## src/rtl/uart_receive.sv

```systemverilog
// Purpose: 8N1 serial receiver that parses "D.DDD" CR LF lines into four BCD digits.
// Latency: rx_byte_valid about 9.5 bit times plus SYNC_STAGES cycles after the start edge; data_ready one cycle after the LF byte.
// Backpressure: none; every strobe is a single-cycle pulse that the consumer must catch.
module uart_receive #(
  parameter int OS_RATE     = 16,
  parameter int SYNC_STAGES = 2
) (
  input  logic       baud_clk,
  input  logic       reset_n,
  input  logic       pc_serial_data_in,
  output logic [3:0] thousands,
  output logic [3:0] hundreds,
  output logic [3:0] tens,
  output logic [3:0] ones,
  output logic       data_ready,
  output logic [7:0] rx_byte,
  output logic       rx_byte_valid,
  output logic       frame_error,
  output logic       parse_error
);

  localparam int OS_W = (OS_RATE > 1) ? $clog2(OS_RATE) : 1;
  localparam logic [OS_W-1:0] OS_LAST = OS_W'(OS_RATE - 1);
  localparam logic [OS_W-1:0] OS_MID  = OS_W'(OS_RATE / 2 - 1);
  localparam logic [OS_W-1:0] OS_ONE  = OS_W'(1);

  typedef enum logic [1:0] {IDLE, START, DATA, STOP} bit_state_t;

  bit_state_t       state, state_nxt;
  logic [OS_W-1:0]  os_cnt, os_cnt_nxt;
  logic [2:0]       bit_cnt, bit_cnt_nxt;
  logic [7:0]       shreg, shreg_nxt;
  logic             byte_done;
  logic             byte_bad;

  logic [SYNC_STAGES-1:0] sync_q;
  logic                   rxs;

  logic [2:0] idx;
  logic [3:0] held_thousands, held_hundreds, held_tens, held_ones;
  logic       is_digit;
  logic       char_ok;

  // Synchronize the asynchronous line; resets to idle-high so no false start is seen.
  always_ff @(posedge baud_clk) begin
    if (!reset_n) sync_q <= '1;
    else          sync_q <= {sync_q[SYNC_STAGES-2:0], pc_serial_data_in};
  end

  assign rxs = sync_q[SYNC_STAGES-1];

  // Bit FSM state and counters.
  always_ff @(posedge baud_clk) begin
    if (!reset_n) begin
      state   <= IDLE;
      os_cnt  <= '0;
      bit_cnt <= '0;
      shreg   <= '0;
    end else begin
      state   <= state_nxt;
      os_cnt  <= os_cnt_nxt;
      bit_cnt <= bit_cnt_nxt;
      shreg   <= shreg_nxt;
    end
  end

  // Bit FSM next state: half a bit into START to find mid-bit, then whole bits per sample.
  always_comb begin
    state_nxt   = state;
    os_cnt_nxt  = os_cnt + OS_ONE;
    bit_cnt_nxt = bit_cnt;
    shreg_nxt   = shreg;
    byte_done   = 1'b0;
    byte_bad    = 1'b0;
    case (state)
      IDLE: begin
        os_cnt_nxt = '0;
        if (!rxs) state_nxt = START;
      end
      START: begin
        if (os_cnt == OS_MID) begin
          os_cnt_nxt  = '0;
          bit_cnt_nxt = '0;
          // A line that is high again at mid-bit was only a glitch.
          state_nxt   = rxs ? IDLE : DATA;
        end
      end
      DATA: begin
        if (os_cnt == OS_LAST) begin
          os_cnt_nxt  = '0;
          shreg_nxt   = {rxs, shreg[7:1]};
          bit_cnt_nxt = bit_cnt + 3'd1;
          if (bit_cnt == 3'd7) state_nxt = STOP;
        end
      end
      STOP: begin
        if (os_cnt == OS_LAST) begin
          os_cnt_nxt = '0;
          state_nxt  = IDLE;
          byte_done  = rxs;
          byte_bad   = !rxs;
        end
      end
      default: state_nxt = IDLE;
    endcase
  end

  // Register the received byte and the byte-level strobes.
  always_ff @(posedge baud_clk) begin
    if (!reset_n) begin
      rx_byte       <= '0;
      rx_byte_valid <= 1'b0;
      frame_error   <= 1'b0;
    end else begin
      rx_byte_valid <= byte_done;
      frame_error   <= byte_bad;
      if (byte_done) rx_byte <= shreg;
    end
  end

  // Decide whether the current byte is the character expected at this line position.
  always_comb begin
    is_digit = (rx_byte[7:4] == 4'h3) && (rx_byte[3:0] <= 4'd9);
    char_ok  = 1'b0;
    case (idx)
      3'd0, 3'd2, 3'd3, 3'd4: char_ok = is_digit;
      3'd1:                   char_ok = (rx_byte == 8'h2E);
      3'd5:                   char_ok = (rx_byte == 8'h0D);
      3'd6:                   char_ok = (rx_byte == 8'h0A);
      default:                char_ok = 1'b0;
    endcase
  end

  // Line parser: digits are staged in held_* and only published when the full line checks out.
  always_ff @(posedge baud_clk) begin
    if (!reset_n) begin
      idx            <= '0;
      held_thousands <= '0;
      held_hundreds  <= '0;
      held_tens      <= '0;
      held_ones      <= '0;
      thousands      <= '0;
      hundreds       <= '0;
      tens           <= '0;
      ones           <= '0;
      data_ready     <= 1'b0;
      parse_error    <= 1'b0;
    end else begin
      data_ready  <= 1'b0;
      parse_error <= 1'b0;
      if (rx_byte_valid) begin
        if (char_ok) begin
          case (idx)
            3'd0:    held_thousands <= rx_byte[3:0];
            3'd2:    held_hundreds  <= rx_byte[3:0];
            3'd3:    held_tens      <= rx_byte[3:0];
            3'd4:    held_ones      <= rx_byte[3:0];
            default: ;
          endcase
          if (idx == 3'd6) begin
            thousands  <= held_thousands;
            hundreds   <= held_hundreds;
            tens       <= held_tens;
            ones       <= held_ones;
            data_ready <= 1'b1;
            idx        <= '0;
          end else begin
            idx <= idx + 3'd1;
          end
        end else begin
          // The offending byte is dropped rather than retried as a first character.
          parse_error <= 1'b1;
          idx         <= '0;
        end
      end else if (frame_error) begin
        idx <= '0;
      end
    end
  end

endmodule

```

## config.mk

```make
export PLATFORM = sky130hd
export DESIGN_NAME = uart_receive
export DESIGN_NICKNAME = d
export VERILOG_FILES = /design/src/rtl/uart_receive.sv
export SDC_FILE = /design/constraint.sdc
export NUM_CORES = 1
export LEC_CHECK = 0
export BUFFER_PORTS_ARGS = -buffer_cell sky130_fd_sc_hd__buf_2
export CORE_AREA = 4 4 74 76
export DETAILED_ROUTE_END_ITERATION = 10
export DIE_AREA = 0 0 78 80
export HOLD_SLACK_MARGIN = 0.1
export PLACE_DENSITY = 0.86
export SLEW_MARGIN = 20
export SYNTH_ARGS = -nofsm -noshare
export SYNTH_HDL_FRONTEND = slang
export SYNTH_SLANG_ARGS = --single-unit
```

## constraint.sdc

```tcl
create_clock -name baud_clk -period 2.1 [get_ports baud_clk]
set_input_delay 0.63 -clock baud_clk [delete_from_list [all_inputs] [get_ports baud_clk]]
set_output_delay 0.63 -clock baud_clk [all_outputs]
set_load 0.01 [all_outputs]
```

==> flow_summary.toml, run 1 <==
[status]
run_status = "finished clean"

[clock_tree]
htree_num_levels = 3
clk_pin_slew_worst_paths_ps = 70
cts_setup_buffers = 0
cts-root-buf = "clkbuf_8"
cts_hold_buf = 0
post_cts_resize_count = 0
cts_tree = "yes"
cts_buffers = 9
cts_buffer_depth = 2
clk_latency_ps = 340
clock-sinks = 66

[pwr]
power_frac_clock_pct = 41.5
power_switching_uw = 522
power_frac_seq_pct = 57.0
p_comb_share_pct = 1.5
power_mw = 2.21
intPower_mw = 1.69
power.density_nw_per_um2 = 712
sw_frac_of_total_pct = 23.6
vdd_drop_max_mv = 0.406
total_leakage_power_nw = 1.35

[setup_path]
required_ps = 2370
crit_path_max_incr_delay_ps = 500
criticalPathCategory = "reg2reg"
arrival_ps = 2180
startpoint_type = "register"
crit_chain = "and3b_2 > a32oi_4 > o31ai_4 > nand4_1 > mux2i_1"
crit_path_top_delay_cell = "dfxtp_1"
cp-end-kind = "register"
crit_buf_inv = 0
cp_top_family = "simple AND/OR/NAND/NOR gates"
worst-path-max-fanout = 9

[routing]
drc = 0
avgRoutedWirePerCell_um = 13.9
drt_wl_total_um = 5280
drt_iter0_drc = 155
dr_total_vias = 2007
antenna_left = 0
drtPass1Iterations = 4
via_per_inst = 5.27

[floorplanning]
io_pins = 31
fp.dieH_um = 80
rows = 25
die_w_um = 78
start_util_pct = 57.2
core_um2 = 4720
die-area_um2 = 6240

[placement]
buffer_ports.inserted = 30
dp_hpwl_um = 3570
gp_congestion = 0.796

[grt]
overflow = 0
antenna_found_initial = 0
grt_pass1_vias = 1919
grt_max_degree = 46
grt_use_total_pct = 18.6
grt_pass1_wl_um = 9030

[synthesis]
synth_edf_count = 0
synth_nets = 279
avgSynthCellArea_um2 = 9.93
synth-seq-area-share_pct = 48.9
synthCells = 272
ys_seq_elements = 66
synthFlopType = "dfxtp_1"
synth_area_um2 = 2700
ys_types = 44
synthArstFlopShare_pct = 0
synth-warning-count = 0

[layout]
diodes = 0
final_cell_mix = "66 x dfxtp_1, 56 x nor2_1, 49 x mux2i_1, 30 x buf_2, 25 x nand2_1"
drive_gt1_share_pct = 21.7
nNetsFinal = 316
final_common_cell = "dfxtp_1"
area_growth_pct = 14.8

[sta]
fin_skew_ps = 8.86
min_period_over_period_pct = 91.3
finalHoldViolCount = 0
max_freq_mhz = 521
grt_setup_unrepaired = "no"
maxSlewViolCount = 0
worst_pin_slew_ps = 461
slew_headroom_pct = 69.2
fin_setup_tns_ps = 0
finalCriticalPeriod_ps = 1920
setup_violations = 0

[run]
maxCapViolCount = 0

[worst_hold_path]
hp-class = "reg2reg"
-- power by group through the flow --
stage	sequential (mW)	combinational, mW	clock, mW
floorplan	1.28	0.0262	0
global route	1.26	0.0365	0.990
finish	1.26	0.0329	0.916
detailed placement	1.29	0.0329	0
CTS	1.26	0.0328	0.930
global placement	1.29	0.0325	0
-- cell families (layout without fill, tap and decap cells) --
logic type | after synthesis | in the layout | synth area share (%)
fa+ha+maj | 4 | 4 | 1.85
buf+inv | 17 | 59 | 3.70
compound gates | 17 | 17 | 5.23
simple gates | 115 | 115 | 20.7
flops | 66 | 66 | 48.9
mux | 50 | 50 | 18.7
xor+xnor | 3 | 3 | 0.973
-- final timing paths --
kind	startpoint	endpoint	slack (ps)	cells after the start
setup / recovery	idx[2]	held_ones[0]	180	5
hold / removal	sync_q[0]	sync_q[1]	410	1
setup reg to reg	idx[2]	held_ones[0]	180	5
hold reg to reg	sync_q[0]	sync_q[1]	410	1
-- per-stage QoR --
stage	instances	util, %	area (µm²)	hold slack [ps]	worst slack [ps]
after detailed placement	364	61.9	2920	396	179
after floorplan	272	-	2700	386	214
final	381	65.6	3100	409	182
after global routing	381	65.6	3100	433	44.5
after global placement	364	61.9	2920	390	255
after CTS	380	65.5	3090	414	114
-- registers in the layout (all words and copies together), names as in the netlist, 4 cells and up, named ones only --
name,flops
held_ones,4
held_tens,4
tens,4
rx_byte,8
ones,4
held_hundreds,4
os_cnt,4
shreg,8
held_thousands,4
hundreds,4
thousands,4
-- metal layers --
layer / global-route usage [%] / part of all wire, %
met5: 0 / 0
met4: 10.7 / 2.0
met3: 4.06 / 4.7
met2: 29.8 / 47
met1: 23.0 / 46
-- cell usage after synthesis (2+ instances only) --
cell      instances  area share, %
nand2_1          25            3.5
buf_6             2           0.83
xnor2_1           2           0.65
inv_1             3           0.42
a21oi_1           3           0.56
o21ai_0           5           0.93
nand3_1           8            1.5
dfxtp_1          66             49
nor2_1           56            7.8
nand4_1           3           0.69
mux2i_1          49             18
and2b_2           2           0.65
nand3b_1          2           0.56
nand2b_1          4           0.93
ha_1              4            1.9
o21ai_1           2           0.37
nor3_1            2           0.37
clkbuf_1          8            1.1
-- final cells by class --
type                       count  area [µm²]
clock inverter                 7        46.3
inverter                       4        15.0
multi-input combinational    189        1280
fill                         379        1620
sequential                    66        1320
tap                           67        83.8
clock buffer                   9         124
timing repair buffer          39         230
No activity file was read; power rests on OpenSTA's default activity.
==> run 2: changes to the inputs <==
Settings changed: ABC_CLOCK_PERIOD_IN_PS set to 2100, CORE_AREA 4 4 74 76 to 4 4 100 102, DIE_AREA 0 0 78 80 to 0 0 104 106, PLACE_DENSITY 0.86 to 0.55.
==> run 2 against run 1 <==
Global-route usage fell by 8.3 points. Hold slack improved by 23 ps. Register-to-register slack got worse by 40 ps. Clock skew down 3.7 ps. Critical path depth stayed put. Power increased by 3.3%. Highest routed layer unchanged. Core utilization is 31 points lower.
==> flow_summary.toml, run 2 (synthesized netlist as in run 1, its figures left out) <==
[clock_tree]
cts_buffer_depth = 2
cts_hold_buf = 0
cts-root-buf = "clkbuf_8"
cts_tree = "yes"
clock-sinks = 66
post_cts_resize_count = 0
clk_latency_ps = 330
htree_num_levels = 3
clk_pin_slew_worst_paths_ps = 70
cts_buffers = 9
cts_setup_buffers = 0

[setup_path]
worst-path-max-fanout = 9
worstReg2RegEnd = "held_thousands[1]"
startpoint_type = "register"
crit_path_top_delay_cell = "dfxtp_1"
cp-end-kind = "register"
crit_chain = "and3b_2 > a32oi_4 > o31ai_4 > nand4_1 > mux2i_1"
rrSetupSlack_ps = 150
criticalPathCategory = "reg2reg"
crit_path_max_incr_delay_ps = 490
required_ps = 2310
ff2ff_path_depth = 5
crit_buf_inv = 0
cp_top_family = "simple AND/OR/NAND/NOR gates"
reg2reg_from = "idx[2]"
arrival_ps = 2170

[sta]
setup_violations = 0
finalHoldViolCount = 0
max_freq_mhz = 512
fin_setup_tns_ps = 0
whs_ps = 432
maxSlewViolCount = 0
finalCriticalPeriod_ps = 1950
fin_skew_ps = 5.18
min_period_over_period_pct = 93.0
worst_pin_slew_ps = 419
grt_setup_unrepaired = "no"
slew_headroom_pct = 72.0

[routing]
drtPass1Iterations = 4
via_per_inst = 4.57
dr_total_vias = 1923
antenna_left = 0
avgRoutedWirePerCell_um = 12.6
drt_iter0_drc = 72
drt_wl_total_um = 5320
drc = 0

[worst_hold_path]
hold_end = "sync_q[1]"
hold_path.startpoint = "sync_q[0]"
hp-class = "reg2reg"
holdPathStages = 1

[layout]
final_cell_mix = "66 x dfxtp_1, 56 x nor2_1, 49 x mux2i_1, 30 x buf_2, 25 x nand2_1"
area_growth_pct = 17.1
diodes = 0
final_common_cell = "dfxtp_1"
top_regs = "rx_byte x8, shreg x8"
drive_gt1_share_pct = 20.6
nNetsFinal = 313

[placement]
gp_congestion = 0.701
buffer_ports.inserted = 30
dp_hpwl_um = 3690

[run]
maxCapViolCount = 0

[floorplanning]
start_util_pct = 29.7
die_w_um = 104
io_pins = 31
core_um2 = 9110
rows = 35
die-area_um2 = 11000
fp.dieH_um = 106

[pwr]
vdd_drop_max_mv = 0.389
power_mw = 2.28
total_leakage_power_nw = 1.36
power.density_nw_per_um2 = 720

[grt]
overflow = 0
grt_max_degree = 46
grt_use_total_pct = 10.3
antenna_found_initial = 0
grt_pass1_vias = 1947
grt_pass1_wl_um = 9270

[status]
run_status = "finished clean"
run 2: cell types whose count changed in the layout (fill, tap and decap cells not counted):
cell,delta
clkinvlp_4,-3
buf_12,+1
clkbuf_8,+4
clkinv_2,-1
buf_4,-4
clkinv_4,-1
run 2: report_power, final:
| part | total, mW | leakage, nW | switching [mW] | internal [mW] |
|---|---|---|---|---|
| clock | 0.983 | 0.101 | 0.436 | 0.547 |
| combinational | 0.0364 | 0.724 | 0.0251 | 0.0113 |
| sequential | 1.26 | 0.532 | 0.00412 | 1.26 |
| total | 2.28 | 1.36 | 0.465 | 1.81 |
run 2: metrics by stage:
| step | cells | setup slack, ps | util (%) | instance area, µm² |
|---|---|---|---|---|
| detailed placement | 406 | 192 | 32.7 | 2980 |
| floorplan | 272 | 214 | - | 2700 |
| finish | 421 | 146 | 34.7 | 3160 |
| CTS | 421 | 164 | 34.7 | 3160 |
| global route | 421 | 17.6 | 34.7 | 3160 |
| global placement | 406 | 225 | 32.7 | 2980 |
run 2: worst max-delay path by stage:
stage / startpoint / endpoint / slack, ps / cells after the start
2_1_floorplan: rx_byte[3] / hundreds[3] / 210 / 6
3_3_place_gp: idx[2] / held_ones[1] / 220 / 5
3_5_place_dp: idx[2] / held_ones[0] / 190 / 5
4_1_cts: idx[2] / held_ones[0] / 160 / 5
5_1_grt: rx_byte[3] / held_ones[3] / 20 / 5
6_report: idx[2] / held_thousands[1] / 150 / 5
run 2: per-layer routing:
metal,routed length [µm],up-vias,GRT usage [%]
met4,89,0,4.37
met1,2640,896,13.4
met3,261,8,3.64
met5,0,-,0
met2,2330,28,15.5
li1,-,991,-
run 2: final cells by class:
| class | count | area (µm²) |
|---|---|---|
| clock buffer | 13 | 179 |
| clock inverter | 2 | 10.0 |
| fill | 937 | 5940 |
| inverter | 4 | 15.0 |
| multi-input combinational | 189 | 1280 |
| sequential | 66 | 1320 |
| tap | 111 | 139 |
| timing repair buffer | 36 | 220 |
run 2: worst register-to-register path, delay by kind of cell (launching register included):
family	cells	cell delay, ps
AND/OR/NAND/NOR	2	640
AO/OA/AOI/OAI	2	510
flip-flops	1	490
multiplexers	1	200
==> run 3: changes to the inputs <==
Settings changed: BUFFER_PORTS_ARGS -buffer_cell sky130_fd_sc_hd__buf_2 to -buffer_cell sky130_fd_sc_hd__clkbuf_2.
==> run 3 against run 2 <==
Maximum frequency increased by 1.6%. Clock power increased by 0.9%. Power increased by 0.42%. Routed wire length increased by 2.3%. Non-clock buffer count increased by 2. Clock skew decreased by 0.75 ps. Critical path type unchanged. Register-to-register slack improved by 30 ps. Sequential power about the same. Count of clock-buffer cells in the layout unchanged. Critical path depth unchanged. Die area unchanged. Largest cell class unchanged. Setup slack improved by 31 ps.
==> flow_summary.toml, run 3 (synthesized netlist as in run 1, its figures left out) <==
[sta]
max_freq_mhz = 520
grt_setup_unrepaired = "no"
finalCriticalPeriod_ps = 1920
min_period_over_period_pct = 91.6
fin_setup_tns_ps = 0
fin_skew_ps = 4.43
setup_violations = 0
worst_pin_slew_ps = 389
maxSlewViolCount = 0
finalHoldViolCount = 0
slew_headroom_pct = 74.0

[grt]
grt_use_total_pct = 10.2
antenna_found_initial = 0
grt_max_degree = 46
grt_pass1_wl_um = 9040
overflow = 0
grt_pass1_vias = 1803

[worst_hold_path]
holdPathStages = 1
hold_path.startpoint = "sync_q[0]"
hp-class = "reg2reg"

[floorplanning]
io_pins = 31
die_w_um = 104
core_um2 = 9110
fp.dieH_um = 106
die-area_um2 = 11000
start_util_pct = 29.7
rows = 35

[layout]
final_common_cell = "dfxtp_1"
nNetsFinal = 315
final_cell_mix = "66 x dfxtp_1, 56 x nor2_1, 49 x mux2i_1, 30 x clkbuf_2, 25 x nand2_1"
area_growth_pct = 17.7
top_regs = "rx_byte x8, shreg x8"
diodes = 0
drive_gt1_share_pct = 21.2

[clock_tree]
cts_tree = "yes"
cts_buffers = 9
cts-root-buf = "clkbuf_8"
htree_num_levels = 3
clk_latency_ps = 340
cts_setup_buffers = 0
clock-sinks = 66
cts_hold_buf = 0
cts_buffer_depth = 2
post_cts_resize_count = 0
clk_pin_slew_worst_paths_ps = 70

[setup_path]
worstReg2RegEnd = "held_ones[0]"
rrSetupSlack_ps = 180
reg2reg_from = "idx[2]"
required_ps = 2320
cp-end-kind = "register"
arrival_ps = 2140
criticalPathCategory = "reg2reg"
endpoint = "held_ones[0]"
critPathLaunch = "idx[2]"
startpoint_type = "register"
worst-path-max-fanout = 9
ff2ff_path_depth = 5

[routing]
drt_wl_total_um = 5440
drc = 0
drt_iter0_drc = 67
dr_total_vias = 1945
antenna_left = 0
avgRoutedWirePerCell_um = 12.9
drtPass1Iterations = 4
via_per_inst = 4.60

[placement]
buffer_ports.inserted = 30
gp_congestion = 0.711
dp_hpwl_um = 3740

[pwr]
vdd_drop_max_mv = 0.462
power_mw = 2.29
total_leakage_power_nw = 1.34
power.density_nw_per_um2 = 720

[run]
maxCapViolCount = 0

[status]
run_status = "finished clean"
## run 3: per-layer routing
metal  track usage, %  vias up  share of wire, %
met5                0        -                 0
met4             3.42        0               1.3
met3             4.92        7               6.1
met2             15.0       34                43
met1             13.1      904                50
li1                 -     1000                 -
## run 3: area by class of cell
class,instances,area (µm²)
sequential,66,1320
fill,952,5930
clock buffer,13,179
tap,111,139
timing repair buffer,38,235
multi-input combinational,189,1280
inverter,4,15.0
clock inverter,2,10.0
## run 3: where the power goes
group	internal (mW)	switching [mW]	total, mW	leakage (nW)
clock	0.547	0.445	0.992	0.101
combinational	0.0113	0.0260	0.0373	0.708
sequential	1.26	0.00412	1.26	0.532
## run 3: per-stage QoR
stage | setup WS (ps) | instance area (µm²) | hold WS [ps] | instances | utilization (%)
after detailed placement | 176 | 2980 | 399 | 407 | 32.7
after global routing | 0.949 | 3180 | 447 | 423 | 34.9
after CTS | 164 | 3170 | 422 | 422 | 34.8
after floorplan | 214 | 2700 | 386 | 272 | -
final | 177 | 3180 | 422 | 423 | 34.9
after global placement | 223 | 2980 | 398 | 407 | 32.7
## run 3: worst max-delay path, stage by stage (launching register included)
cell,delay (ps)
dfxtp_1,470
and3b_2,300
a32oi_4,90
o31ai_4,420
nand4_1,320
mux2i_1,200
## run 3: how the worst min path moves through the flow
stage / end
finish: sync_q[1]
global route: sync_q[1]
CTS: sync_q[1]
detailed placement: sync_q[1]
global placement: sync_q[1]
floorplan: sync_q[1]
